==> src/rtl/pc_sequencer.sv <==
// pc_sequencer: owns the program counter, sequences fetch, handles stalls,
// absolute/relative branches and call/return through a small return stack.
// Reaching the end of the address space halts the core; stack misuse faults it.
module pc_sequencer #(
    parameter int D     = 10,
    parameter int DEPTH = 4
) (
    input  logic         clk,
    input  logic         reset,
    input  logic         start,
    input  logic         stall,
    input  logic         br_en,
    input  logic         br_rel,
    input  logic [D-1:0] target,
    input  logic         call_en,
    input  logic         ret_en,
    input  logic         halt_req,
    output logic [D-1:0] prog_ctr,
    output logic         running,
    output logic         done,
    output logic         stk_err
);

    // The stack pointer must count 0..DEPTH inclusive, so it needs one extra value.
    localparam int SPW = $clog2(DEPTH + 1);
    localparam int IW  = (DEPTH > 1) ? $clog2(DEPTH) : 1;
    localparam logic [SPW-1:0] SP_FULL = SPW'(DEPTH);
    localparam logic [D-1:0]   PC_LAST = '1;

    typedef enum logic [1:0] {
        IDLE,
        RUN,
        HALT,
        FAULT
    } state_t;

    state_t         state_q, state_d;
    logic [D-1:0]   pc_q, pc_d;
    logic [SPW-1:0] sp_q, sp_d;
    logic [D-1:0]   stack_q [DEPTH];

    logic           pushEn;
    logic [D-1:0]   pushData;
    logic [IW-1:0]  wrIdx;
    logic [IW-1:0]  rdIdx;

    // Push writes the slot the pointer names; pop reads the slot just below it.
    assign wrIdx = IW'(sp_q);
    assign rdIdx = IW'(sp_q - SPW'(1));

    // Next-state logic: restart from HALT/FAULT/IDLE, otherwise one prioritised action per RUN cycle.
    always_comb begin
        state_d  = state_q;
        pc_d     = pc_q;
        sp_d     = sp_q;
        pushEn   = 1'b0;
        pushData = pc_q + D'(1);
        case (state_q)
            IDLE, HALT, FAULT: begin
                if (start) begin
                    state_d = RUN;
                    pc_d    = '0;
                    sp_d    = '0;
                end
            end
            RUN: begin
                if (stall) begin
                    state_d = RUN;
                end else if (halt_req) begin
                    state_d = HALT;
                end else if (ret_en) begin
                    if (sp_q == '0) begin
                        state_d = FAULT;
                    end else begin
                        pc_d = stack_q[rdIdx];
                        sp_d = sp_q - SPW'(1);
                    end
                end else if (call_en) begin
                    if (sp_q == SP_FULL) begin
                        state_d = FAULT;
                    end else begin
                        pushEn = 1'b1;
                        pc_d   = target;
                        sp_d   = sp_q + SPW'(1);
                    end
                end else if (br_en) begin
                    pc_d = br_rel ? (pc_q + target) : target;
                end else if (pc_q == PC_LAST) begin
                    state_d = HALT;
                end else begin
                    pc_d = pc_q + D'(1);
                end
            end
            default: begin
                state_d = IDLE;
                pc_d    = '0;
                sp_d    = '0;
            end
        endcase
    end

    // State, program counter and stack pointer registers with asynchronous reset.
    always_ff @(posedge clk or posedge reset) begin
        if (reset) begin
            state_q <= IDLE;
            pc_q    <= '0;
            sp_q    <= '0;
        end else begin
            state_q <= state_d;
            pc_q    <= pc_d;
            sp_q    <= sp_d;
        end
    end

    // Return-address storage; entries above the pointer are never read, so no reset is needed.
    always_ff @(posedge clk) begin
        if (pushEn) begin
            stack_q[wrIdx] <= pushData;
        end
    end

    assign prog_ctr = pc_q;
    assign running  = (state_q == RUN);
    assign done     = (state_q == HALT) || (state_q == FAULT);
    assign stk_err  = (state_q == FAULT);

endmodule

==> config.mk <==
export PLATFORM = sky130hd
export DESIGN_NAME = pc_sequencer
export DESIGN_NICKNAME = d
export VERILOG_FILES = /design/src/rtl/pc_sequencer.sv
export SDC_FILE = /design/constraint.sdc
export NUM_CORES = 1
export LEC_CHECK = 0
export BUFFER_PORTS_ARGS = -buffer_cell sky130_fd_sc_hd__buf_2
export CAP_MARGIN = 10
export CORE_ASPECT_RATIO = 0.7
export CORE_UTILIZATION = 26
export DETAILED_ROUTE_END_ITERATION = 12
export HOLD_SLACK_MARGIN = 0.05
export PLACE_DENSITY = 0.45
export RECOVER_POWER = 50
export SLEW_MARGIN = 10
export SYNTH_ARGS = -nofsm -noshare
export SYNTH_HDL_FRONTEND = slang
export SYNTH_SLANG_ARGS = --single-unit
==> constraint.sdc <==
create_clock -name clk -period 3.4 [get_ports clk]
set_input_delay 0.85 -clock clk [delete_from_list [all_inputs] [get_ports clk]]
set_output_delay 0.85 -clock clk [all_outputs]
set_load 0.02 [all_outputs]
==> summary.md, run 1 <==
| Metric | Value |
|---|---|
| Outcome | complete, no violations |
| Post-synth EDFFs | 40 |
| Hold crit path type | reg -> reg |
| Logic pwr share | 47.0% |
| Die X | 136 µm |
| DRC Markers | 0 |
| Vias | 2484 |
| Sequential cell area | 1580 µm² |
| Hold Path Sink | state_q[1] |
| Dominant synthesized flop cell | edfxtp_1 |
| # fillers | 1229 |
| Maxcap violations | 0 |
| Rows | 33 |
| Core area | 11900 µm² |
| Final Max Slew Viols | 0 |
| Cells on worst reg2reg path | 8 |
| DRT Pass-1 Iters | 4 |
| #FFs+latches synth | 55 |
| Fmax | 0.391 GHz |
| Synth-to-layout area growth | 14.2% |
| CP startpoint kind | input pin |
| Final Instance Area | 3720 µm² |
| Switching pwr | 1210 µW |
| Clk buf depth | 2 |
| Seq/Total Area, Yosys | 48.4% |
| Ports | 32 |
| Synth cell types | 62 |
| Post-place setup slack | 0.545 ns |
| Synth async-reset ratio | 27.3% |
| Clock latency on the worst-skew pair | 0.30 ns |
| Layout Cells excl Fill | 471 |
| Clock share of power | 18.1% |
| Final nets | 349 |
| Remaining global-route overflow | 0 |
| Number of global-route vias before repair | 2304 |
| CP Data Required Time | 3.59 ns |
| Slew @ Worst Pin | 0.742 ns |
| Crit share post-route | 75.2% |
| Share of cells above drive strength 1 | 16.9% |
| Iteration-0 DRC count of the detailed router | 256 |
| HPWL after DPL | 6.92 mm |
| Top cells by area, synth | edfxtp_1, dfrtp_1, mux4_2 |
| Full die area | 13000 µm² |
| Critical Path End Type | flip-flop |
| CTS Root Cell | clkbuf_16 |
| Post-CTS setup buffer count | 0 |
| GPL Wtd Cong | 0.839 |
| Hold Path Cell Cnt | 1 |
| RSZ-0062 raised after global routing | no |
| Pwr dens | 784 nW/µm² |
| Pin count of the biggest net entering global routing | 25 |
| IO Port Bufs | 31 |
| Kind of critical path | in -> reg |
| Fin. Hold Viols | 0 |
| Ant diodes | 0 |
| Cells after DPL | 463 |
| GRT Total Usage | 14.9% |
| Setup Skew | 0.00453 ns |
| Crit Reg-Reg Startpoint | sp_q[1] |
| Mean Syn Cell Area | 11.6 µm² |
| R2r setup slk | 0.87 ns |
| Area share of the largest cell type after synthesis | 36.9% |
| DIE HEIGHT | 95.6 µm |
| Clk sinks | 55 |
| Pleak | 0.00138 µW |
| Hold-fix buffer count after cts | 0 |
| FF-to-FF End | prog_ctr[9] |
| Placed standard-cell area | 3580 µm² |
| CTS tree | done |
| Mapped Nets | 317 |
| H-tree levels | 2 |
| Worst vdd rail ir drop | 0.491 mV |
| Post-Route WL | 9.17 mm |
| Initial Util | 27.3% |
| PnR worst setup slack | 0.843 ns |
| Clock-pin slew on the worst setup and hold paths | 0.07 ns |
| Worst slew margin | 50.2% |
| Post-DRT Antenna Nets | 0 |
| CP Data Arrival Time | 2.74 ns |
| Area leader, netlist | edfxtp_1 |
| Final Setup Violations | 0 |
| Sequential power share | 34.9% |
| Mapped Cells | 281 |
| Multi-input combinational cell area | 1570 µm² |
| Pint | 1700 µW |
| Largest fanout on the critical path | 24 |
| Hold wc startpoint | state_q[1] |
| Num CTS Buffers | 5 |
| Fin crit period | 2.56 ns |
| Wire length per cell | 19.5 µm |
| Post-cts resize count | 0 |
| Synthesized cell area | 3260 µm² |
| First-pass GRT wire length | 14.0 mm |
| Final hold slack | 0.567 ns |
| Switching Fraction | 41.5% |
| Setup TNS | 0 ns |
| Antenna violations before repair | 0 |
| Via density | 5.27 |
| Syn. warnings | 0 |
how the worst max path moves through the flow:
stage                        from            end  slack (ns)  cells past startpoint
after detailed placement   ret_en  stack_q[0][2]        0.54                      6
after global routing       ret_en  stack_q[0][0]        0.66                      6
after CTS                  ret_en  stack_q[0][0]        0.86                      6
final                      ret_en    prog_ctr[9]        0.84                      7
after global placement     ret_en  stack_q[1][2]        0.58                      6
after floorplan           sp_q[0]    prog_ctr[9]        0.81                     10
layer usage:
metal / share of wire (%) / track usage, % / vias up / wire length (µm)
met5: 0 / 0 / - / 0
met4: 0.60 / 2.53 / 0 / 55
met3: 7.7 / 3.62 / 10 / 706
met2: 37 / 18.9 / 86 / 3380
met1: 55 / 24.5 / 1241 / 5030
li1: - / - / 1147 / -
Yosys cell counts, types with 2 or more instances:
| library cell | instances |
|---|---|
| o21a_1 | 2 |
| buf_2 | 2 |
| a211oi_1 | 3 |
| o221ai_1 | 3 |
| xnor2_1 | 8 |
| o31a_1 | 3 |
| a21oi_1 | 15 |
| clkbuf_1 | 5 |
| dfrtp_1 | 15 |
| mux2_2 | 2 |
| nand4_1 | 3 |
| inv_1 | 13 |
| nand2b_1 | 7 |
| a21o_1 | 3 |
| o21bai_1 | 3 |
| mux2i_1 | 4 |
| nand3_1 | 11 |
| nand2_1 | 18 |
| o22ai_1 | 3 |
| and2_1 | 5 |
| xor2_1 | 5 |
| o31ai_1 | 3 |
| o21ai_0 | 22 |
| a31oi_1 | 3 |
| nor2_1 | 17 |
| ha_1 | 16 |
| a32o_1 | 2 |
| nor3_1 | 3 |
| mux4_2 | 10 |
| edfxtp_1 | 40 |
per-stage QoR:
stage	utilization, %	total power (µW)
after floorplan	-	1970
after global placement	30.0	2420
after detailed placement	30.0	2410
after CTS	31.3	2940
after global routing	31.2	3100
final	31.2	2910
worst max-delay path: stages:
cell	delay, ns
buf_2	0.38
inv_1	0.26
and3_1	0.26
nor3_4	0.25
nand2b_1	0.40
mux2i_1	0.27
nor3b_2	0.06
state kept, by name, summed over array words and instances, names as in the netlist:
signal,cells
prog_ctr,10
sp_q,3
stack_q,40
state_q,2
cell usage in the layout (no fill, tap or decap), types with 2 or more instances in the layout:
cell type	instances
nand3_1	11
clkbuf_1	11
o21ai_0	22
xnor2_1	8
buf_2	21
ha_1	16
mux4_2	10
mux2i_1	4
nand2_1	18
o22ai_1	3
nor3_1	3
a21o_1	3
o221ai_1	3
nand4_1	3
buf_4	4
nor2_1	17
o21bai_1	3
xor2_1	5
a21oi_1	15
a31oi_1	3
nand2b_1	7
edfxtp_1	40
clkbuf_16	5
o31a_1	3
and2_1	5
a211oi_1	3
inv_1	13
o31ai_1	3
dfrtp_1	15
mux2_2	2
a32o_1	2
o21a_1	2
cell families (layout without fill, tap and decap cells):
| group | after synthesis | after routing | share of synthesized area [%] |
|---|---|---|---|
| simple gates | 80 | 80 | 13.8 |
| compound gates | 76 | 76 | 15.4 |
| flops | 55 | 55 | 48.4 |
| buf+inv | 24 | 57 | 3.23 |
| fa+ha+maj | 17 | 17 | 6.76 |
| mux | 16 | 16 | 8.84 |
| xor+xnor | 13 | 13 | 3.50 |
power groups by stage:
stage               registers [µW]  logic, µW  clock network, µW
floorplan                     1050        919                  0
global placement              1030       1390                  0
detailed placement            1030       1380                  0
CTS                           1010       1390                541
global route                  1030       1510                560
finish                        1020       1370                527
final cells by class:
type	instances	share of cell area (%)
flip-flops and latches	55	42.4
inverters	14	1.41
clock buffers	6	3.47
well taps	157	5.28
multi-input cells	202	42.3
clock inverters	2	0.438
repair buffers	35	4.64
Power figures use the tool's default switching activity.
==> run 2: changes to the inputs <==
ABC_AREA = 1   (was unset)
PLACE_DENSITY = 0.44   (was 0.45)
clock period = 2.6 ns   (was 3.4 ns; I/O delays follow)
==> run 2 against run 1 <==
Routed wire length grew 11%. Total power grew 36%. Sequential power grew 24%. Combinational power grew 47%. Core utilization shrank 0.14 points. Register-to-register slack lost 0.42 ns. Critical path type is now reg -> reg. Largest power group unchanged.
==> summary.md, run 2 <==
| Metric | Value |
|---|---|
| Outcome | complete, no violations |
| Critical path's top delay family | simple AND/OR/NAND/NOR gates |
| Clk buf depth | 2 |
| Vias | 3009 |
| Final Max Slew Viols | 0 |
| CTS tree | done |
| CP cell instances | buf_4 > ha_1 > nand2_1 > nor2_1 > nand2_1 > nor2_1 > nand3_2 > nand2_4 > nor2_8 > inv_6 > nor2_2 > nand2_1 > nand2_1 |
| Dominant synthesized flop cell | edfxtp_1 |
| Adder-cell share of the synthesized area | 6.27% |
| Synth-to-layout area growth | 16.3% |
| Final nets | 517 |
| Synthesized cell area | 3510 µm² |
| # fillers | 1433 |
| Mapped Cells | 441 |
| #FFs+latches synth | 55 |
| Final hold slack | 0.451 ns |
| Via density | 4.51 |
| Final Setup Violations | 0 |
| Num CTS Buffers | 5 |
| CP Data Required Time | 2.79 ns |
| Synth cell types | 41 |
| Core area | 13200 µm² |
| Setup Skew | 0.00854 ns |
| Most common cell after layout, fill and taps aside | nand2_1 |
| Iteration-0 DRC count of the detailed router | 231 |
| H-tree levels | 2 |
| IO Port Bufs | 31 |
| CP bufs+invs | 2 |
| Mapped Nets | 477 |
| Sequential power share | 31.9% |
| Layout Cells excl Fill | 667 |
| Largest Register | stack_q |
| Main combinational cell family by area after synthesis | simple AND/OR/NAND/NOR gates |
| CP startpoint kind | flip-flop |
| GPL Wtd Cong | 0.794 |
| Pwr dens | 967 nW/µm² |
| Mux cell area share after synthesis | 0% |
| Top cells by count, synth | nand2_1, inv_1, edfxtp_1 |
| Largest fanout on the critical path | 9 |
| Ports | 32 |
| Fmax | 0.465 GHz |
| Switching pwr | 1830 µW |
| Number of global-route vias before repair | 2877 |
| Top cells by area, synth | edfxtp_1, nand2_1, dfrtp_1 |
| PnR worst setup slack | 0.451 ns |
| Cells after DPL | 659 |
| Post-CTS setup buffer count | 0 |
| Fin. Hold Viols | 0 |
| Pin count of the biggest net entering global routing | 24 |
| Clk sinks | 55 |
| Pleak | 0.00184 µW |
| Post-DRT Antenna Nets | 0 |
| HPWL after DPL | 7.83 mm |
| Tot Pwr | 3950 µW |
| GRT Total Usage | 15.6% |
| CP Data Arrival Time | 2.34 ns |
| Logic pwr share | 50.7% |
| Post-cts resize count | 0 |
| Slowest-stage cell, CP | dfrtp_1 |
| Post-synthesis compound-gate area fraction | 11.8% |
| Seq/Total Area, Yosys | 44.9% |
| Commonest cells after routing, fill and taps aside | nand2_1, inv_1, edfxtp_1 |
| Crit share post-route | 82.7% |
| Pint | 2130 µW |
| Synth async-reset ratio | 27.3% |
| Ant diodes | 0 |
| Top-count cell post-synth | nand2_1 |
| DRT Pass-1 Iters | 4 |
| Switching Fraction | 46.2% |
| Worst vdd rail ir drop | 0.344 mV |
| Clock-pin slew on the worst setup and hold paths | 0.08 ns |
| First-pass GRT wire length | 16.3 mm |
| Initial Util | 26.7% |
| Share of cells above drive strength 1 | 13.7% |
| Die X | 141 µm |
| Worst slew margin | 52.7% |
| Area leader, netlist | edfxtp_1 |
| Clock share of power | 17.3% |
| Crit-path max cell delay | 0.36 ns |
| Critical Path End Type | flip-flop |
| RSZ-0062 raised after global routing | no |
| Post-synthesis simple-gate area fraction | 27.9% |
| Antenna violations before repair | 0 |
| DRC Markers | 0 |
| Post-synth EDFFs | 40 |
| DIE HEIGHT | 99.3 µm |
| Wire length per cell | 15.2 µm |
| Syn. warnings | 0 |
| Full die area | 14000 µm² |
| Remaining global-route overflow | 0 |
| Clock latency on the worst-skew pair | 0.30 ns |
| CTS Root Cell | clkbuf_16 |
| Hold crit path type | in -> async |
| Maxcap violations | 0 |
| Post-place setup slack | 0.133 ns |
| Area share of the largest cell type after synthesis | 34.2% |
| Cell mode on critical path | nand2_1 |
| Post-Synth XOR/XNOR Area | 1.25% |
| Max FFs per register | 40 |
| Setup TNS | 0 ns |
| Rows | 35 |
| Kind of critical path | reg -> reg |
| Post-Route WL | 10.1 mm |
| Fin crit period | 2.15 ns |
| Hold-fix buffer count after cts | 0 |
| Slew @ Worst Pin | 0.709 ns |
| Mean Syn Cell Area | 7.97 µm² |
## run 2: cells by family (layout without fill, tap and decap cells)
kind of cell / Yosys count / count (layout)
DFF: 55 / 55
AOI/OAI and AO/OA: 72 / 72
adders and majority gates: 17 / 17
xor gates and xnor gates: 5 / 5
buffers and inverters: 71 / 112
and+or+nand+nor: 221 / 221
## run 2: cell type report
| cell class | instances | area [µm²] | share of cell area [%] |
|---|---|---|---|
| Clock inverter | 3 | 20.0 | 0.490 |
| Tap cell | 185 | 231 | 5.66 |
| Inverter | 58 | 225 | 5.51 |
| Clock buffer | 5 | 125 | 3.06 |
| Timing Repair Buffer | 46 | 253 | 6.18 |
| Sequential cell | 55 | 1580 | 38.6 |
| Multi-Input combinational cell | 315 | 1660 | 40.5 |
## run 2: metrics by stage
step | cell area, µm² | util, %
final | 4090 | 31.0
after CTS | 4110 | 31.1
after global placement | 3960 | 30.0
after global routing | 4090 | 31.0
after detailed placement | 3960 | 30.0
after floorplan | 3510 | -
## run 2: final timing paths
path | from | to | slack [ns] | cells past startpoint
max in group asynchronous | reset | prog_ctr[3] | 1.70 | 2
setup / recovery | prog_ctr[0] | prog_ctr[7] | 0.45 | 13
hold reg to reg | state_q[0] | state_q[0] | 0.57 | 2
setup reg to reg | prog_ctr[0] | prog_ctr[7] | 0.45 | 13
hold / removal | reset | state_q[1] | 0.45 | 2
min in group clk | state_q[0] | state_q[0] | 0.57 | 2
## run 2: power groups by stage
stage	clock [µW]	combinational, µW	sequential (µW)
floorplan	0	1360	1330
global placement	0	2030	1280
detailed placement	0	2030	1280
CTS	698	2040	1260
global route	734	2280	1280
finish	685	2010	1260
## run 2: routing by layer
layer | routed length, µm | vias up | global-route usage [%]
met3 | 596 | 8 | 3.13
met2 | 3600 | 69 | 19.4
met5 | 0 | - | 0
met1 | 5860 | 1404 | 26.4
li1 | - | 1528 | -
met4 | 87 | 0 | 2.76
==> run 3: changes to the inputs <==
ABC_AREA = 0   (was 1)
PLACE_DENSITY = 0.46   (was 0.44)
clock period = 1.9 ns   (was 2.6 ns; I/O delays follow)
==> run 3 against run 2 <==
The run now ends with setup timing left. Routed wire length rose by 0.42%. Clock skew increased by 0.0010 ns. Combinational power grew 90%. Final cell count shrank 17%. Final area rose by 14%. Maximum frequency increased by 4.4%. Clock-buffer cell count did not move. Via count shrank 8.2%. Non-clock buffer count rose by 70. Register-to-register slack lost 0.61 ns. Largest power group unchanged.
==> summary.md, run 3 (synthesized netlist as in run 1, its figures left out) <==
| Metric | Value |
|---|---|
| CP Data Arrival Time | 2.23 ns |
| Max FFs per register | 40 |
| Fmax | 0.486 GHz |
| Final Core Density | 39.1% |
| RSZ-0062 raised after global routing | yes |
| Synth-to-layout area growth | 43.2% |
| # fillers | 1181 |
| Multi-input combinational cell area | 1870 µm² |
| Commonest cells after routing, fill and taps aside | buf_4, edfxtp_1, buf_2 |
| Sequential power share | 25.9% |
| Pin count of the biggest net entering global routing | 21 |
| Remaining global-route overflow | 0 |
| Pwr dens | 1400 nW/µm² |
| Pleak | 0.00184 µW |
| Clock latency on the worst-skew pair | 0.30 ns |
| Most common cell after layout, fill and taps aside | buf_4 |
| Largest Register | stack_q |
| GRT Total Usage | 15.8% |
| Rows | 33 |
| Cell mode on critical path | ha_4 |
| Worst slew margin | 32.1% |
| Pint | 3960 µW |
| HPWL after DPL | 7.51 mm |
| Clk buf depth | 2 |
| Sequential cell area | 1580 µm² |
| Final Max Slew Viols | 0 |
| Ports | 32 |
| Post-DRT Antenna Nets | 0 |
| Wire length per cell | 18.3 µm |
| H-tree levels | 2 |
| Clock share of power | 15.6% |
| Number of global-route vias before repair | 2707 |
| Logic pwr share | 58.5% |
| Critical Path End Type | flip-flop |
| Fin. Hold Viols | 0 |
| Setup Skew | 0.00958 ns |
| Layout Cells excl Fill | 555 |
| First-pass GRT wire length | 15.2 mm |
| Core area | 11900 µm² |
| CP Data Required Time | 2.07 ns |
| Critical path's top delay family | compound AO/OA/AOI/OAI gates |
| Vias | 2762 |
| Final Setup Violations | 15 |
| GPL Wtd Cong | 0.867 |
| Fin crit period | 2.06 ns |
| CP cell instances | inv_2 > ha_4 > ha_4 > a2111o_1 > o31a_2 > a221oi_2 > a21oi_1 |
| Largest fanout on the critical path | 8 |
| Final nets | 433 |
| DIE HEIGHT | 95.6 µm |
| Die X | 136 µm |
| DRC Markers | 0 |
| Antenna violations before repair | 0 |
| Worst vdd rail ir drop | 0.688 mV |
| Clock-pin slew on the worst setup and hold paths | 0.08 ns |
| Full die area | 13000 µm² |
| Clk sinks | 55 |
| Switching Fraction | 39.4% |
| Iteration-0 DRC count of the detailed router | 220 |
| Outcome | finished with violations |
| PnR worst setup slack | -0.159 ns |
| Cells after DPL | 539 |
| Slew @ Worst Pin | 1.02 ns |
| Share of cells above drive strength 1 | 44.2% |
| Num CTS Buffers | 5 |
| Switching pwr | 2570 µW |
| IO Port Bufs | 31 |
| Hold crit path type | in -> async |
| Crit-path max cell delay | 0.41 ns |
| Maxcap violations | 0 |
| Post-Route WL | 10.2 mm |
| CP startpoint kind | flip-flop |
| Via density | 4.98 |
| Ant diodes | 0 |
| Kind of critical path | reg -> reg |
| CTS tree | done |
| CP bufs+invs | 1 |
| Initial Util | 27.3% |
| DRT Pass-1 Iters | 5 |
| Slowest-stage cell, CP | a2111o_1 |
| Failing checks | setup timing |
| Hold-fix buffer count after cts | 0 |
| CTS Root Cell | clkbuf_16 |
| Crit share post-route | 108% |
[run 3: power groups by stage]
| stage | clock network [µW] | registers [µW] | logic [µW] |
|---|---|---|---|
| CTS | 1030 | 1690 | 3680 |
| global placement | 0 | 1710 | 3450 |
| detailed placement | 0 | 1700 | 3440 |
| floorplan | 0 | 1890 | 1780 |
| finish | 1020 | 1690 | 3820 |
| global route | 1090 | 1710 | 4160 |
[run 3: worst paths after layout]
path                            startpoint          end  slack (ns)  cells past startpoint
worst min-delay path                 reset      sp_q[1]        0.46                      3
worst max register to register     sp_q[1]  prog_ctr[6]       -0.16                      7
min in group clk                     start      sp_q[1]        0.61                      3
worst max-delay path               sp_q[1]  prog_ctr[6]       -0.16                      7
max in group asynchronous            reset  prog_ctr[6]        0.75                      3
worst min register to register  state_q[1]   state_q[1]        0.62                      2
[run 3: layer usage]
layer	share of wire [%]	GRT usage, %	vias up
li1	-	-	1319
met1	51	24.5	1351
met2	39	21.8	88
met3	9.1	4.36	4
met4	0.27	1.78	0
met5	0	0	-
[run 3: layout make-up]
type / count / share of cell area [%]
Timing Repair Buffer: 116 / 17.2
Sequential cell: 55 / 33.9
Tap cell: 157 / 4.21
Clock inverter: 3 / 0.725
Clock buffer: 5 / 2.68
Inverter: 14 / 1.18
Multi-Input combinational cell: 205 / 40.1
[run 3: repair_timing]
action                                  4_1_cts  5_1_grt
buffers inserted                              3        3
endpoints found under the setup margin       23       56
resized for setup                            29       27
gates cloned                                  0        3
pin swaps                                    15        9
[run 3: through the flow]
| stage | instance area (µm²) | hold slack (ns) | setup WS, ns | power [µW] | setup TNS, ns |
|---|---|---|---|---|---|
| after global placement | 4250 | 0.504 | -0.601 | 5150 | -7.47 |
| after global routing | 4660 | 0.560 | -0.236 | 6960 | -3.28 |
| final | 4660 | 0.463 | -0.159 | 6540 | -1.18 |
| after detailed placement | 4250 | 0.503 | -0.518 | 5140 | -7.03 |
| after floorplan | 3340 | 0.376 | -0.315 | 3670 | -3.10 |
| after CTS | 4540 | 0.178 | -0.146 | 6400 | -0.835 |
[run 3: worst reg2reg max path, stage by stage, from the launching register on]
cell	delay, ns
dfrtp_1	0.36
inv_2	0.06
ha_4	0.17
ha_4	0.15
a2111o_1	0.41
o31a_2	0.41
a221oi_2	0.27
a21oi_1	0.11
